File: src/rtl/l1_sram_port_ctrl.sv
// L1 data-array SRAM port controller: refill/store write arbitration, read scheduling
// with same-address collision resolution, and a credit-managed read response FIFO.
module l1_sram_port_ctrl #(
  parameter int ADDR_WIDTH   = 8,
  parameter int DATA_WIDTH   = 128,
  parameter int NUM_WMASKS   = DATA_WIDTH / 8,
  parameter int RSP_DEPTH    = 2,
  parameter int STARVE_LIMIT = 4
) (
  input  logic                  clk,
  input  logic                  rst_n,
  input  logic                  rf_valid,
  output logic                  rf_ready,
  input  logic [ADDR_WIDTH-1:0] rf_addr,
  input  logic [DATA_WIDTH-1:0] rf_data,
  input  logic                  st_valid,
  output logic                  st_ready,
  input  logic [ADDR_WIDTH-1:0] st_addr,
  input  logic [NUM_WMASKS-1:0] st_wmask,
  input  logic [DATA_WIDTH-1:0] st_data,
  input  logic                  rd_valid,
  output logic                  rd_ready,
  input  logic [ADDR_WIDTH-1:0] rd_addr,
  output logic                  rsp_valid,
  input  logic                  rsp_ready,
  output logic [DATA_WIDTH-1:0] rsp_data,
  output logic                  sram_csb0,
  output logic [NUM_WMASKS-1:0] sram_wmask0,
  output logic [ADDR_WIDTH-1:0] sram_addr0,
  output logic [DATA_WIDTH-1:0] sram_din0,
  output logic                  sram_csb1,
  output logic [ADDR_WIDTH-1:0] sram_addr1,
  input  logic [DATA_WIDTH-1:0] sram_dout1
);

  localparam int PW = (RSP_DEPTH > 1) ? $clog2(RSP_DEPTH) : 1;
  localparam int CW = $clog2(RSP_DEPTH + 1);
  localparam int SW = $clog2(STARVE_LIMIT + 1);
  localparam logic [CW:0]   DEPTH_C = (CW+1)'(RSP_DEPTH);
  localparam logic [PW-1:0] LAST_C  = PW'(RSP_DEPTH - 1);
  localparam logic [SW-1:0] LIMIT_C = SW'(STARVE_LIMIT);

  typedef struct packed {
    logic [ADDR_WIDTH-1:0] addr;
    logic [NUM_WMASKS-1:0] mask;
    logic [DATA_WIDTH-1:0] data;
  } wr_req_t;

  wr_req_t rf_req, st_req, wr_req;

  logic [SW-1:0] starve_cnt;
  logic          rd_prio;
  logic          inflight;
  logic [CW-1:0] fifo_cnt;
  logic [PW-1:0] wptr, rptr;
  logic [RSP_DEPTH-1:0][DATA_WIDTH-1:0] mem;

  logic          st_force, st_nz, credit_ok, rd_try, rd_block;
  logic          rf_elig, st_elig, rf_gnt, st_gnt, wr_act, coll, rd_acc;
  logic          push, pop;
  logic [CW:0]   occ;

  function automatic logic [PW-1:0] nxt(input logic [PW-1:0] p);
    return (p == LAST_C) ? '0 : p + 1'b1;
  endfunction

  assign rf_req = '{addr: rf_addr, mask: {NUM_WMASKS{1'b1}}, data: rf_data};
  assign st_req = '{addr: st_addr, mask: st_wmask, data: st_data};

  assign push      = inflight;
  assign pop       = rsp_valid & rsp_ready;
  assign occ       = {1'b0, fifo_cnt} + {{CW{1'b0}}, inflight} - {{CW{1'b0}}, pop};
  assign credit_ok = occ < DEPTH_C;

  // A prioritised read with credit blocks same-address writes before the write
  // grant is chosen, so the other requester can still use the write port.
  assign rd_try   = rst_n & rd_valid & credit_ok;
  assign rd_block = rd_try & rd_prio;
  assign st_nz    = |st_wmask;
  assign st_force = (starve_cnt == LIMIT_C);
  assign rf_elig  = rst_n & rf_valid & ~(rd_block & (rf_addr == rd_addr));
  assign st_elig  = rst_n & st_valid & ~(rd_block & st_nz & (st_addr == rd_addr));
  assign st_gnt   = st_elig & (~rf_elig | st_force);
  assign rf_gnt   = rf_elig & ~st_gnt;
  assign wr_req   = st_gnt ? st_req : rf_req;
  // An all-zero store mask never touches the array, so it cannot collide.
  assign wr_act   = rf_gnt | (st_gnt & st_nz);
  assign coll     = rd_valid & wr_act & (wr_req.addr == rd_addr);
  assign rd_acc   = rd_try & ~coll;

  assign rf_ready    = rf_gnt;
  assign st_ready    = st_gnt;
  assign rd_ready    = rd_acc;
  assign sram_csb0   = ~wr_act;
  assign sram_wmask0 = wr_req.mask;
  assign sram_addr0  = wr_req.addr;
  assign sram_din0   = wr_req.data;
  assign sram_csb1   = ~rd_acc;
  assign sram_addr1  = rd_addr;

  assign rsp_valid = (fifo_cnt != '0);
  assign rsp_data  = mem[rptr];

  always_ff @(posedge clk or negedge rst_n) begin
    if (!rst_n) begin
      starve_cnt <= '0;
      rd_prio    <= 1'b0;
      inflight   <= 1'b0;
    end else begin
      if (!st_valid || st_gnt)
        starve_cnt <= '0;
      else if (rf_gnt && starve_cnt != LIMIT_C)
        starve_cnt <= starve_cnt + 1'b1;
      if (rd_acc)
        rd_prio <= 1'b0;
      else if (coll)
        rd_prio <= 1'b1;
      inflight <= rd_acc;
    end
  end

  always_ff @(posedge clk or negedge rst_n) begin
    if (!rst_n) begin
      fifo_cnt <= '0;
      wptr     <= '0;
      rptr     <= '0;
    end else begin
      if (push) wptr <= nxt(wptr);
      if (pop)  rptr <= nxt(rptr);
      case ({push, pop})
        2'b10:   fifo_cnt <= fifo_cnt + 1'b1;
        2'b01:   fifo_cnt <= fifo_cnt - 1'b1;
        default: fifo_cnt <= fifo_cnt;
      endcase
    end
  end

  // Read credit guarantees a free entry whenever push is high.
  always_ff @(posedge clk) begin
    if (push) mem[wptr] <= sram_dout1;
  end

endmodule

File: config.mk
export PLATFORM = sky130hd
export DESIGN_NAME = l1_sram_port_ctrl
export DESIGN_NICKNAME = d
export VERILOG_FILES = /design/src/rtl/l1_sram_port_ctrl.sv
export SDC_FILE = /design/constraint.sdc
export NUM_CORES = 1
export LEC_CHECK = 0
export BUFFER_PORTS_ARGS = -buffer_cell sky130_fd_sc_hd__buf_2
export CAP_MARGIN = 20
export CORE_AREA = 4 4 278 280
export CTS_CLUSTER_DIAMETER = 40
export DETAILED_ROUTE_END_ITERATION = 7
export DIE_AREA = 0 0 282 284
export RECOVER_POWER = 25
export SYNTH_ARGS = -nofsm -noshare
export SYNTH_HDL_FRONTEND = slang
export SYNTH_SLANG_ARGS = --single-unit
File: constraint.sdc
create_clock -name clk -period 9.6 [get_ports clk]
set_clock_uncertainty 0.15 [all_clocks]
set_input_delay 0.48 -clock clk [delete_from_list [all_inputs] [get_ports clk]]
set_output_delay 0.48 -clock clk [all_outputs]
set_load 0.03 [all_outputs]
### After elaboration in Yosys (flattened, before gate mapping)

Index checks and enable logic that the tools add are counted.

* equality and inequality tests: 7
* order comparisons: 4
* multiplexer cells: 13
* bitwise logic cells: 26
* $add $sub $neg: 7
* reductions and logical operators: 9

Operators with widths (count)
* two-way mux 128 bit: 3
* bitwise mux 256 bit: 1
* two-way mux 152 bit: 1
* demux 128 bit (select 1 bit): 1
* == test 8 bit: 3
* AND 1 bit: 17
* OR reduction 16 bit: 1
* nonzero test 2 bit: 4
* NOT 1 bit: 7
* two-way mux 3 bit: 2
* < comparator 1 x 2 -> 1 bit (second input constant): 2
* two-way mux 1 bit: 4
* case mux 2 bit (2 select lines): 1
* adder 2 x 1 -> 3 bit: 1
* adder 3 x 1 -> 3 bit (second input constant): 1
* == test 3 bit (second input constant): 1
* < comparator 3 x 2 -> 1 bit (second input constant): 1
* inequality test 3 bit (second input constant): 1
* subtractor 3 x 1 -> 3 bit: 1
* adder 1 bit (second input constant): 2
* adder 2 x 1 -> 2 bit (second input constant): 1
* == test 2 x 1 -> 1 bit (second input constant): 1
* == test 2 bit (second input constant): 1
* logical AND 1 bit: 2
* 5 further kinds: 6

* register bits after elaboration: 265
* logic and storage cells: 74
* input bits: 430
* output and inout bits: 294

### Longest topological paths before layout

Gate-level depths: netlist of run 1.

* depth in word-level cells: 20
* gate-level depth with buffers: 15
* gate-level depth less buffers: 13

### Least setup slack after synthesis of run 1

OpenSTA, ideal clock, no wires.

* path kind: flip-flop to flip-flop
* start: reg inflight
* end: reg mem[0] (netlist bit) (enable)
* required time: 8.818 ns
* setup slack: 2.602 ns
* path buffers: 1
* period minus slack after synthesis: 6.998 ns
* arrival: 6.216 ns
* cell stages (with the launch flop): 3
* library setup time: 0.632 ns
* path through: dfrtp_1 clkbuf_1 nor2b_1

RTL lines
* from (decl): line 53 `logic inflight;`
* from (signal assigned): line 118 `inflight <= rd_acc;`
* to (signal, indexed assignment): line 140 `if (push) mem[wptr] <= sram_dout1;`
* to (decl): line 56 `logic [RSP_DEPTH-1:0][DATA_WIDTH-1:0] mem;`

No word-level cell between the ends.

### Worst setup path after layout of run 1

* start: reg fifo_cnt[1]
* end: out sram_din0[95]

* longest elaborated chain between the ends: 13
* elaborated cells on any way between the ends: 18
* those cells by class: add/sub: 2; order compare: 1; mux: 1; bitwise: 13; reduce/logical: 1

RTL lines
* from (decl): line 54 `logic [CW-1:0] fifo_cnt;`
* from (signal assigned): line 131 `2'b10: fifo_cnt <= fifo_cnt + 1'b1;`
* from (signal assigned): line 132 `2'b01: fifo_cnt <= fifo_cnt - 1'b1;`
* from (signal assigned): line 133 `default: fifo_cnt <= fifo_cnt;`
* parallel branches: the longest is 2 deep, another holds adder 2 x 1 -> 3 bit
* subtractor 3 x 1 -> 3 bit *: line 72 `assign occ = {1'b0, fifo_cnt} + {{CW{1'b0}}, inflight} - {{CW{1'b0}}, pop};`
* < comparator 3 x 2 -> 1 bit *: line 73 `assign credit_ok = occ < DEPTH_C;`
* AND 1 bit *: line 77 `assign rd_try = rst_n & rd_valid & credit_ok;`
* AND 1 bit *: line 78 `assign rd_block = rd_try & rd_prio;`
* AND 1 bit: line 81 `assign rf_elig = rst_n & rf_valid & ~(rd_block & (rf_addr == rd_addr));`
* NOT 1 bit: line 81
* AND 1 bit: line 81
* NOT 1 bit: line 83 `assign st_gnt = st_elig & (~rf_elig | st_force);`
* OR 1 bit: line 83
* AND 1 bit *: line 83
* two-way mux 152 bit *: line 85 `assign wr_req = st_gnt ? st_req : rf_req;`
* to (decl): line 30 `output logic [DATA_WIDTH-1:0] sram_din0,`

Every way passes the cells marked *.

==> results.yml, run 1 <==
logic_synthesis:
  synth.top_cell.area_share: 0.644
  synth-xor-area-share: 0.0162
  synth_top_family_by_area: "simple AND/OR/NAND/NOR gates"
  synth_seq_area_share: 0.663
  synth_top_cell_by_area: "edfxtp_1"
  yosysWarnings: 0
  synth_edf_count: 256
  netlist_top_cells_area: "edfxtp_1 (64%), mux2_2 (12%), nand2_1 (12%)"
  netlist_area_mm2: 0.0119
  ys.flop_type: "edfxtp_1"
  synth-async-reset-ratio: 0.0340
  synthMuxAreaShare: 0.130
  synth_nets: 1390
  synth-seq-cells: 265
  synthSimpleGateAreaFrac: 0.149
  synth_compound_area_frac: 0.0130
  synth_cell_types: 45
  avgSynthCellArea_um2: 12.5
  synthCells: 957
  synthAdderAreaFrac: 0.00378
detailed_routing:
  route.met3.wl_um: 6890
  vias: 10900
  top_layer_used: "met5"
  first_iter_violations: 489
  antenna_left: 0
  vias_per_cell: 3.86
  drc_errors: 0
  route.met2.wl_um: 33200
  first_pass_iters: 5
  wirelength_um: 64000
  wl_per_cell_um: 22.7
  wl_met1_um: 21900
clocking:
  cts_setup_buffers: 0
  ctsResizeCount: 0
  cts_max_path_buffers: 3
  htreeDepth: 2
  clkTransAtPathRegs_ns: 0.05
  clock-sinks: 265
  cts_hold_buffers: 129
  cts_tree: "built"
  cts_root_buf: "clkbuf_16"
  clock_latency_ns: 0.55
  cts_inserted_buffers: 41
sta:
  min_period_ns: 5.66
  maxSlewViolCount: 0
  worstMarginPinSlew_ns: 1.00
  hold_viol: 0
  setup-tns-final_ns: 0
  post-route-period-util: 0.589
  relSlewSlack: 0.332
  rsz0062_at_grt: "false"
  setup_violations: 0
  fmax_mhz: 177
power:
  p_per_area_mw_per_mm2: 234
  leakagePower_uw: 0.00834
  peakVddDrop_mv: 0.218
die:
  die_y_um: 284
  io_pins: 724
  initial_core_util: 0.160
  std_cell_rows: 100
  die_x_um: 282
  core_mm2: 0.0744
  die-area_mm2: 0.0801
setup_path:
  worstPathRequired_ns: 8.97
  r2r-start: "fifo_cnt[1]"
  path_cells: "nand2_1, nor2_1, a21oi_1, nand2b_1, fa_1, and3_1, and3_1, a41oi_1, o21ai_4, buf_4, inv_4, buf_4, nand2_1, nand2_1, buf_2"
  slowest_delay_ns: 0.79
  cp_max_fo: 95
  cp_slowest_cell: "buf_4"
  ff2ff_setup_slack_ns: 5.43
  crit_type: "flop to output port"
  crit_arrival_ns: 5.03
  endpoint_kind: "output port"
  startpoint_type: "flop"
  critPathMostFrequentCell: "nand2_1"
  reg2reg_depth: 14
  worstReg2RegEnd: "inflight"
worst_hold_path:
  hold_path_end: "starve_cnt[0]"
  min_path_cells: 3
  hold_path.startpoint: "st_valid"
  hold_class: "primary input to flop"
finish:
  finalInstanceArea_mm2: 0.0192
  multi_input_area_mm2: 0.00374
  fin_nets: 2240
  n_fill_cell: 7960
  drive_above_1_share: 0.481
  syn_to_final_growth_pct: 60.9
  seq_area_mm2: 0.00792
flow_run:
  cap_violations: 0
place:
  place_area_mm2: 0.0166
  port_buffers: 723
  dp_hpwl_um: 53300
  gp_congestion: 0.916
grt:
  grt-ovfl-total: 0
  grt_max_degree: 104
  gr-usage-all-layers: 0.152
  grt_first_pass_wirelength_um: 84700
  antenna_found_initial: 66
  grt_pass1_vias: 11000
outcome:
  status: "finished, final reports clean"
worst max-delay path, delay by kind of cell (launching register included):
kind	cells	cell delay [ns]
buf+inv	4	1.67
simple gates	7	1.28
fa+ha+maj	1	0.46
compound gates	3	0.48
flops	1	0.47
metrics by stage:
| step | instances | utilization | worst slack, ns | hold WS [ns] | power, uW |
|---|---|---|---|---|---|
| after CTS | 2808 | 0.258 | 3.85 | 0.0715 | 4570 |
| after detailed placement | 2604 | 0.223 | 4.34 | 0.240 | 3100 |
| final | 2819 | 0.258 | 3.94 | 0.112 | 4500 |
| after global placement | 2604 | 0.223 | 4.34 | 0.235 | 3100 |
| after global routing | 2811 | 0.257 | 3.54 | 0.103 | 4720 |
| after floorplan | 957 | - | 2.60 | 0.0344 | 2590 |
cell usage after synthesis, types with 2 or more instances:
cell / count
and4_1: 2
a22o_1: 2
mux2_2: 132
xor2_1: 14
nor4_1: 7
nand2_1: 394
xnor2_1: 8
a221o_1: 2
and3_1: 2
and2_1: 2
edfxtp_1: 256
a21oi_1: 3
clkbuf_1: 41
mux2_4: 2
dfrtp_1: 9
nor2_1: 8
buf_1: 3
ha_1: 2
o22ai_1: 3
buf_4: 8
nand2b_1: 3
a31o_2: 2
inv_1: 13
mux2i_1: 2
or2_1: 17
cells in the final DEF (no fill, tap or decap), drive strengths merged, types with 2 or more instances in the layout:
cell,instances
a21oi,3
a221o,2
a22o,2
a31o,2
and2,2
and3,2
and4,2
buf,672
clkbuf,105
clkinv,13
clkinvlp,5
dfrtp,9
diode,11
dlygate4sd3,129
edfxtp,256
ha,2
inv,26
mux2,135
mux2i,2
nand2,394
nand2b,3
nor2,8
nor4,8
o22ai,3
or2,18
xnor2,8
xor2,14
sequential cells by signal, indices dropped and copies added (netlist names):
register    count
wptr            1
starve_cnt      3
fifo_cnt        2
mem           256
rd_prio         1
rptr            1
inflight        1
cell type report:
class                   count  area share
repair buffers            861       0.256
clock buffers              45      0.0543
flip-flops and latches    265       0.413
diodes                     11     0.00143
clock inverters            30      0.0152
well taps                 969      0.0632
multi-input cells         624       0.195
inverters                  14     0.00287
routing by layer:
layer | global-route usage | vias to the layer above
met4 | 0.0339 | 28
met5 | 0 | -
li1 | - | 5043
met2 | 0.289 | 615
met3 | 0.0665 | 173
met1 | 0.150 | 5029
logic make-up (layout without fill, tap and decap cells):
logic type               Yosys count  count (layout)
multiplexers                     137             137
flip-flops                       265             265
XOR/XNOR                          22              22
buffers and inverters             68             950
AO/OA/AOI/OAI                     20              20
adder cells (fa/ha/maj)            3               3
AND/OR/NAND/NOR                  442             442
other                              0              11
worst max-delay path by stage:
stage                start             end  cells past startpoint
2_1_floorplan     inflight          mem[0]                      2
3_3_place_gp     rsp_ready   sram_din0[95]                     16
3_5_place_dp     rsp_ready  sram_din0[120]                     16
4_1_cts        fifo_cnt[1]  sram_din0[120]                     15
5_1_grt        fifo_cnt[1]  sram_din0[120]                     15
6_report       fifo_cnt[1]   sram_din0[95]                     15
report_power, final:
group	total [uW]	internal, uW	switching, uW
sequential	1520	1460	64.4
combinational	1570	535	1030
clock	1410	818	589
(Power assumes the default switching activity.)
==> inputs of run 2 (changes only) <==
clock period = 5.9 ns   (was 9.6 ns; I/O delays follow)
==> run 2 against run 1 <==
Non-clock buffer count stayed put. Hold slack worse by 0.035 ns. Design area is 0.78% higher. Highest routed layer unchanged. Sequential cell count stayed put. Core utilization is 0.20 points higher. Clock-buffer cell count is 2 higher. First-iteration DRC count is 13% higher. Combinational power is 68% higher. Largest cell class unchanged.
==> results.yml, run 2 (same netlist as run 1, synthesis figures left out) <==
detailed_routing:
  first_pass_iters: 5
  wl_per_cell_um: 22.7
  drc_errors: 0
  vias_per_cell: 3.88
  vias: 10900
  antenna_left: 0
  wirelength_um: 64000
  first_iter_violations: 553
clocking:
  ctsResizeCount: 0
  cts_inserted_buffers: 41
  cts_tree: "built"
  cts_max_path_buffers: 3
  cts_hold_buffers: 133
  clock-sinks: 265
  cts_setup_buffers: 0
  cts_root_buf: "clkbuf_16"
  htreeDepth: 2
  clkTransAtPathRegs_ns: 0.05
  clock_latency_ns: 0.54
finish:
  top_register: "mem"
  drive_above_1_share: 0.477
  final_cell_mix: "buf_2 (663), nand2_1 (394), edfxtp_1 (256), dlygate4sd3_1 (133), mux2_2 (132)"
  largest_register_ffs: 256
  syn_to_final_growth_pct: 62.1
  biggestRegsByFlops: "mem: 256 flops, starve_cnt: 3 flops, fifo_cnt: 2 flops"
  fin_nets: 2240
  finalNonFillerCells: 2821
  mostFrequentLayoutCell: "buf_2"
  final_core_util: 0.260
sta:
  hold_viol: 0
  worstMarginPinSlew_ns: 1.00
  fin_ws_ns: 0.617
  fmax_mhz: 189
  rsz0062_at_grt: "false"
  setup_violations: 0
  relSlewSlack: 0.331
  post-route-period-util: 0.895
  maxSlewViolCount: 0
  min_period_ns: 5.28
  setup-tns-final_ns: 0
power:
  pwr-share-comb: 0.349
  switching_share: 0.357
  p_int_uw: 4840
  p_per_area_mw_per_mm2: 389
  peakVddDrop_mv: 0.322
  clkPwrFrac: 0.328
  p_switching_uw: 2690
  power_frac_seq: 0.323
  leakagePower_uw: 0.00841
  total_power_uw: 7530
grt:
  gr-usage-all-layers: 0.151
  antenna_found_initial: 50
  grt_pass1_vias: 11200
  grt_first_pass_wirelength_um: 84700
  grt_max_degree: 138
  grt-ovfl-total: 0
die:
  core_mm2: 0.0744
  die_y_um: 284
  io_pins: 724
  initial_core_util: 0.160
  std_cell_rows: 100
  die_x_um: 282
  die-area_mm2: 0.0801
place:
  gp_congestion: 0.942
  dp_cells: 2600
  dp_hpwl_um: 51900
  preCtsSetupSlack_ns: 1.22
  port_buffers: 723
setup_path:
  endpoint_kind: "output port"
  crit_type: "flop to output port"
  cp_max_fo: 73
  worstPathRequired_ns: 5.45
  crit_arrival_ns: 4.84
  startpoint_type: "flop"
worst_hold_path:
  hold_class: "primary input to flop"
outcome:
  status: "finished, final reports clean"
flow_run:
  cap_violations: 0
run 2: changes by cell type in the layout (fill, tap and decap cells not counted), moves of 2 or more:
cell           previous run  this run
bufinv_16                 0         6
buf_12                    0         4
dlygate4sd3_1           129       133
clkinv_4                  3         1
inv_8                     6         1
buf_4                     9         1
buf_2                   661       663
clkinvlp_4                5         1
clkinv_1                  3         5
diode_2                  11        14
inv_6                     5         7
run 2: final timing paths:
kind / startpoint / to / slack (ns) / cells after the start
setup / recovery: fifo_cnt[1] / sram_din0[115] / 0.62 / 14
hold / removal: rd_valid / inflight / 0.08 / 4
setup reg to reg: fifo_cnt[1] / inflight / 1.83 / 13
hold reg to reg: rd_prio / rd_prio / 0.37 / 1
max in group asynchronous: rst_n / rptr / 4.13 / 4
min in group asynchronous: rst_n / inflight / 0.57 / 3
run 2: layer usage:
metal  global-route usage  vias to the layer above  wire, um
li1                     -                     5044         -
met1                0.157                     5116     22900
met2                0.282                      634     33400
met3               0.0531                      128      5780
met4               0.0499                       12      1820
met5                    0                        -        69
run 2: stage by stage:
step                      hold WS, ns  instance area, um2
after floorplan                -0.151               11900
after global placement         0.0531               16600
after detailed placement       0.0682               16600
after CTS                      0.0382               19400
after global routing           0.0531               19300
final                          0.0777               19300
run 2: power by group through the flow:
stage / combinational (uW) / sequential (uW) / clock, uW
4_1_cts: 2670 / 2430 / 2540
3_3_place_gp: 2600 / 2460 / 0
5_1_grt: 2790 / 2450 / 2640
2_1_floorplan: 1730 / 2470 / 0
6_report: 2630 / 2430 / 2470
3_5_place_dp: 2590 / 2470 / 0
run 2: worst max-delay path, cell delays in order, from the launching register on:
cell      delay (ns)
dfrtp_1         0.48
nand2_1         0.08
nor2_1          0.17
a21oi_1         0.09
nand2b_1        0.18
fa_1            0.46
and3_1          0.20
and3_1          0.21
a41oi_1         0.26
o21ai_4         0.27
inv_4           0.53
buf_4           0.71
nand2_1         0.27
nand2_1         0.11
buf_2           0.20
run 2: cell type report:
| class | count | area, um2 |
|---|---|---|
| clock buffer | 47 | 1070 |
| sequential | 265 | 7920 |
| fill | 7948 | 55100 |
| inverter | 14 | 55.1 |
| multi-input combinational | 624 | 3740 |
| tap | 969 | 1210 |
| timing repair buffer | 861 | 4960 |
| clock inverter | 27 | 343 |
| antenna | 14 | 35.0 |
==> inputs of run 3 (changes only) <==
ABC_AREA = 1   (was not set)
CORE_AREA = 4 4 282 284   (was 4 4 278 280)
DIE_AREA = 0 0 286 288   (was 0 0 282 284)
==> run 3 against run 2 <==
Critical path depth up 4. Register-to-register slack better by 0.09 ns. Design area fell by 0.19%. Clock power is 21% lower. Sequential cell count stayed put. Critical path type unchanged. Largest cell class unchanged.
==> results.yml, run 3 <==
logic_synthesis:
  synth_cell_types: 29
  synth_edf_count: 256
  netlist_top_cells_area: "edfxtp_1 (63%), nand2_1 (26%), dfrtp_1 (1.8%)"
  synth_nets: 1773
  yosysMostFrequentCell: "nand2_1"
  synth-async-reset-ratio: 0.0340
  avgSynthCellArea_um2: 9.17
  yosysWarnings: 0
  ys.flop_type: "edfxtp_1"
  synth_seq_area_share: 0.644
  synth-seq-cells: 265
  synth.top_cell.area_share: 0.625
  synth_top_cell_by_area: "edfxtp_1"
  netlist_area_mm2: 0.0123
  synthCells: 1340
  yosys-top-cells-count: "nand2_1 (863), edfxtp_1 (256), inv_1 (35), nand3_1 (35), clkbuf_1 (32)"
clocking:
  clkTransAtPathRegs_ns: 0.06
  clock_latency_ns: 0.55
  cts_inserted_buffers: 31
  cts_tree: "built"
  cts_root_buf: "clkbuf_16"
  cts_max_path_buffers: 3
  htreeDepth: 1
  clock-sinks: 265
worst_hold_path:
  min_path_cells: 5
  hold_path.startpoint: "rf_valid"
  hold_class: "primary input to flop"
  hold_path_end: "starve_cnt[1]"
sta:
  hold_viol: 0
  relSlewSlack: 0.374
  setup-tns-final_ns: 0
  worstMarginPinSlew_ns: 0.938
  post-route-period-util: 0.849
  min_period_ns: 5.01
  setup_violations: 0
  maxSlewViolCount: 0
  fmax_mhz: 200
  rsz0062_at_grt: "false"
grt:
  grt_busiest_layer: "met2"
  grt_util_met2: 0.242
  antenna_found_initial: 23
  grt_first_pass_wirelength_um: 80600
  met3_usage: 0.0412
  grtUsageMet1: 0.147
  gr-usage-all-layers: 0.133
  grt-ovfl-total: 0
  grt_pass1_vias: 11900
  grt_max_degree: 155
power:
  peakVddDrop_mv: 0.389
  p_per_area_mw_per_mm2: 399
  leakagePower_uw: 0.00915
flow_run:
  cap_violations: 0
finish:
  syn_to_final_growth_pct: 57.0
  biggestRegsByFlops: "mem: 256 flops, starve_cnt: 3 flops, fifo_cnt: 2 flops"
  largest_register_ffs: 256
  n_fill_cell: 8443
  seq_area_mm2: 0.00792
  fin_nets: 2600
  mostFrequentLayoutCell: "nand2_1"
  drive_above_1_share: 0.343
  final_cell_mix: "nand2_1 (863), buf_2 (662), edfxtp_1 (256), dlygate4sd3_1 (132), clkbuf_1 (58)"
  top_register: "mem"
  finalInstanceArea_mm2: 0.0193
  multi_input_area_mm2: 0.00389
setup_path:
  path_cells: "inv_2, nand2_1, nand2_1, nor2_1, o21ai_0, fa_1, nand2_1, nor2_2, nand2_2, nor2_2, nand3_2, nand3_4, nand2_8, inv_4, buf_4, nand2_1, nand2_1, buf_2"
  cp_top_family: "simple AND/OR/NAND/NOR gates"
  crit_arrival_ns: 4.56
  critPathMostFrequentCell: "nand2_1"
  r2r-start: "fifo_cnt[1]"
  path_buf_inv: 4
  crit_type: "flop to output port"
  reg2reg_depth: 22
  slowest_delay_ns: 0.58
  startpoint_type: "flop"
  cp_slowest_cell: "buf_4"
  worstPathRequired_ns: 5.45
  endpoint_kind: "output port"
  worstReg2RegEnd: "inflight"
  ff2ff_setup_slack_ns: 1.92
  cp_max_fo: 61
detailed_routing:
  first_iter_violations: 569
  vias: 12100
  first_pass_iters: 5
  antenna_left: 0
  wl_per_cell_um: 18.3
  drc_errors: 0
  vias_per_cell: 3.74
  wirelength_um: 59400
place:
  place_area_mm2: 0.0170
  gp_congestion: 0.912
  port_buffers: 723
  dp_hpwl_um: 47500
die:
  core_mm2: 0.0771
  die_x_um: 286
  die-area_mm2: 0.0824
  io_pins: 724
  std_cell_rows: 102
  initial_core_util: 0.159
  die_y_um: 288
outcome:
  status: "finished, final reports clean"
## run 3: changes by cell type in the layout (fill, tap and decap cells not counted), moves of 11 or more
cell / before / now
or2_1: 17 / 0
nor2_1: 8 / 23
mux2_2: 132 / 0
clkbuf_16: 42 / 31
xor2_1: 14 / 3
nand3_1: 0 / 35
nand2_1: 394 / 863
inv_1: 13 / 32
## run 3: metrics by stage
| step | setup slack (ns) | std cells | hold slack, ns | total power [uW] | utilization |
|---|---|---|---|---|---|
| floorplan | 1.51 | 1340 | -0.151 | 4630 | - |
| global placement | 1.48 | 3042 | 0.0748 | 5770 | 0.220 |
| detailed placement | 1.48 | 3042 | 0.0770 | 5790 | 0.220 |
| CTS | 0.866 | 3231 | 0.0382 | 7830 | 0.251 |
| global route | 0.475 | 3237 | 0.0965 | 8150 | 0.250 |
| finish | 0.893 | 3240 | 0.0741 | 7710 | 0.250 |
## run 3: worst reg2reg max path, delay by kind of cell, from the launching register on
family / cells / cell delay [ns]
fa+ha+maj: 1 / 0.54
compound gates: 1 / 0.20
simple gates: 18 / 2.11
buf+inv: 2 / 0.43
flops: 1 / 0.44
## run 3: cell type report
| type | instances | share of cell area |
|---|---|---|
| Clock buffer | 32 | 0.0404 |
| Timing Repair Buffer | 864 | 0.257 |
| Inverter | 38 | 0.00778 |
| Sequential cell | 265 | 0.410 |
| Clock inverter | 25 | 0.0145 |
| Antenna cell | 9 | 0.00117 |
| Multi-Input combinational cell | 967 | 0.201 |
| Tap cell | 1040 | 0.0674 |
## run 3: cell families after synthesis
logic type               synth area share
AND/OR/NAND/NOR                     0.299
flip-flops                          0.644
buffers and inverters              0.0417
XOR/XNOR                          0.00998
AO/OA/AOI/OAI                     0.00183
adder cells (fa/ha/maj)           0.00366
## run 3: report_power, final
| group | leakage (uW) | switching, uW | internal (uW) |
|---|---|---|---|
| Sequential | 0.00245 | 156 | 2470 |
| Combinational | 0.00619 | 2340 | 794 |
| Clock | 0.000509 | 787 | 1160 |
| Total | 0.00915 | 3290 | 4420 |
## run 3: routing by layer
| layer | part of all wire | wire [um] |
|---|---|---|
| met3 | 0.087 | 5170 |
| met4 | 0.027 | 1610 |
| met2 | 0.51 | 30300 |
| met5 | 0.00045 | 27 |
| met1 | 0.37 | 22200 |
## run 3: how the worst max path moves through the flow
stage / start / endpoint / slack (ns) / cells after the start
2_1_floorplan: inflight / mem[0] / 1.51 / 2
3_3_place_gp: fifo_cnt[1] / sram_csb1 / 1.48 / 24
3_5_place_dp: fifo_cnt[1] / sram_csb1 / 1.48 / 24
4_1_cts: fifo_cnt[1] / sram_csb1 / 0.87 / 24
5_1_grt: fifo_cnt[1] / sram_csb1 / 0.48 / 24
6_report: fifo_cnt[1] / sram_din0[30] / 0.89 / 18
## run 3: what timing repair did
action                    4_1_cts  5_1_grt
setup buffers                   0        0
hold endpoints to repair      270        0
hold buffers                  132        0
gates resized for setup         0        0
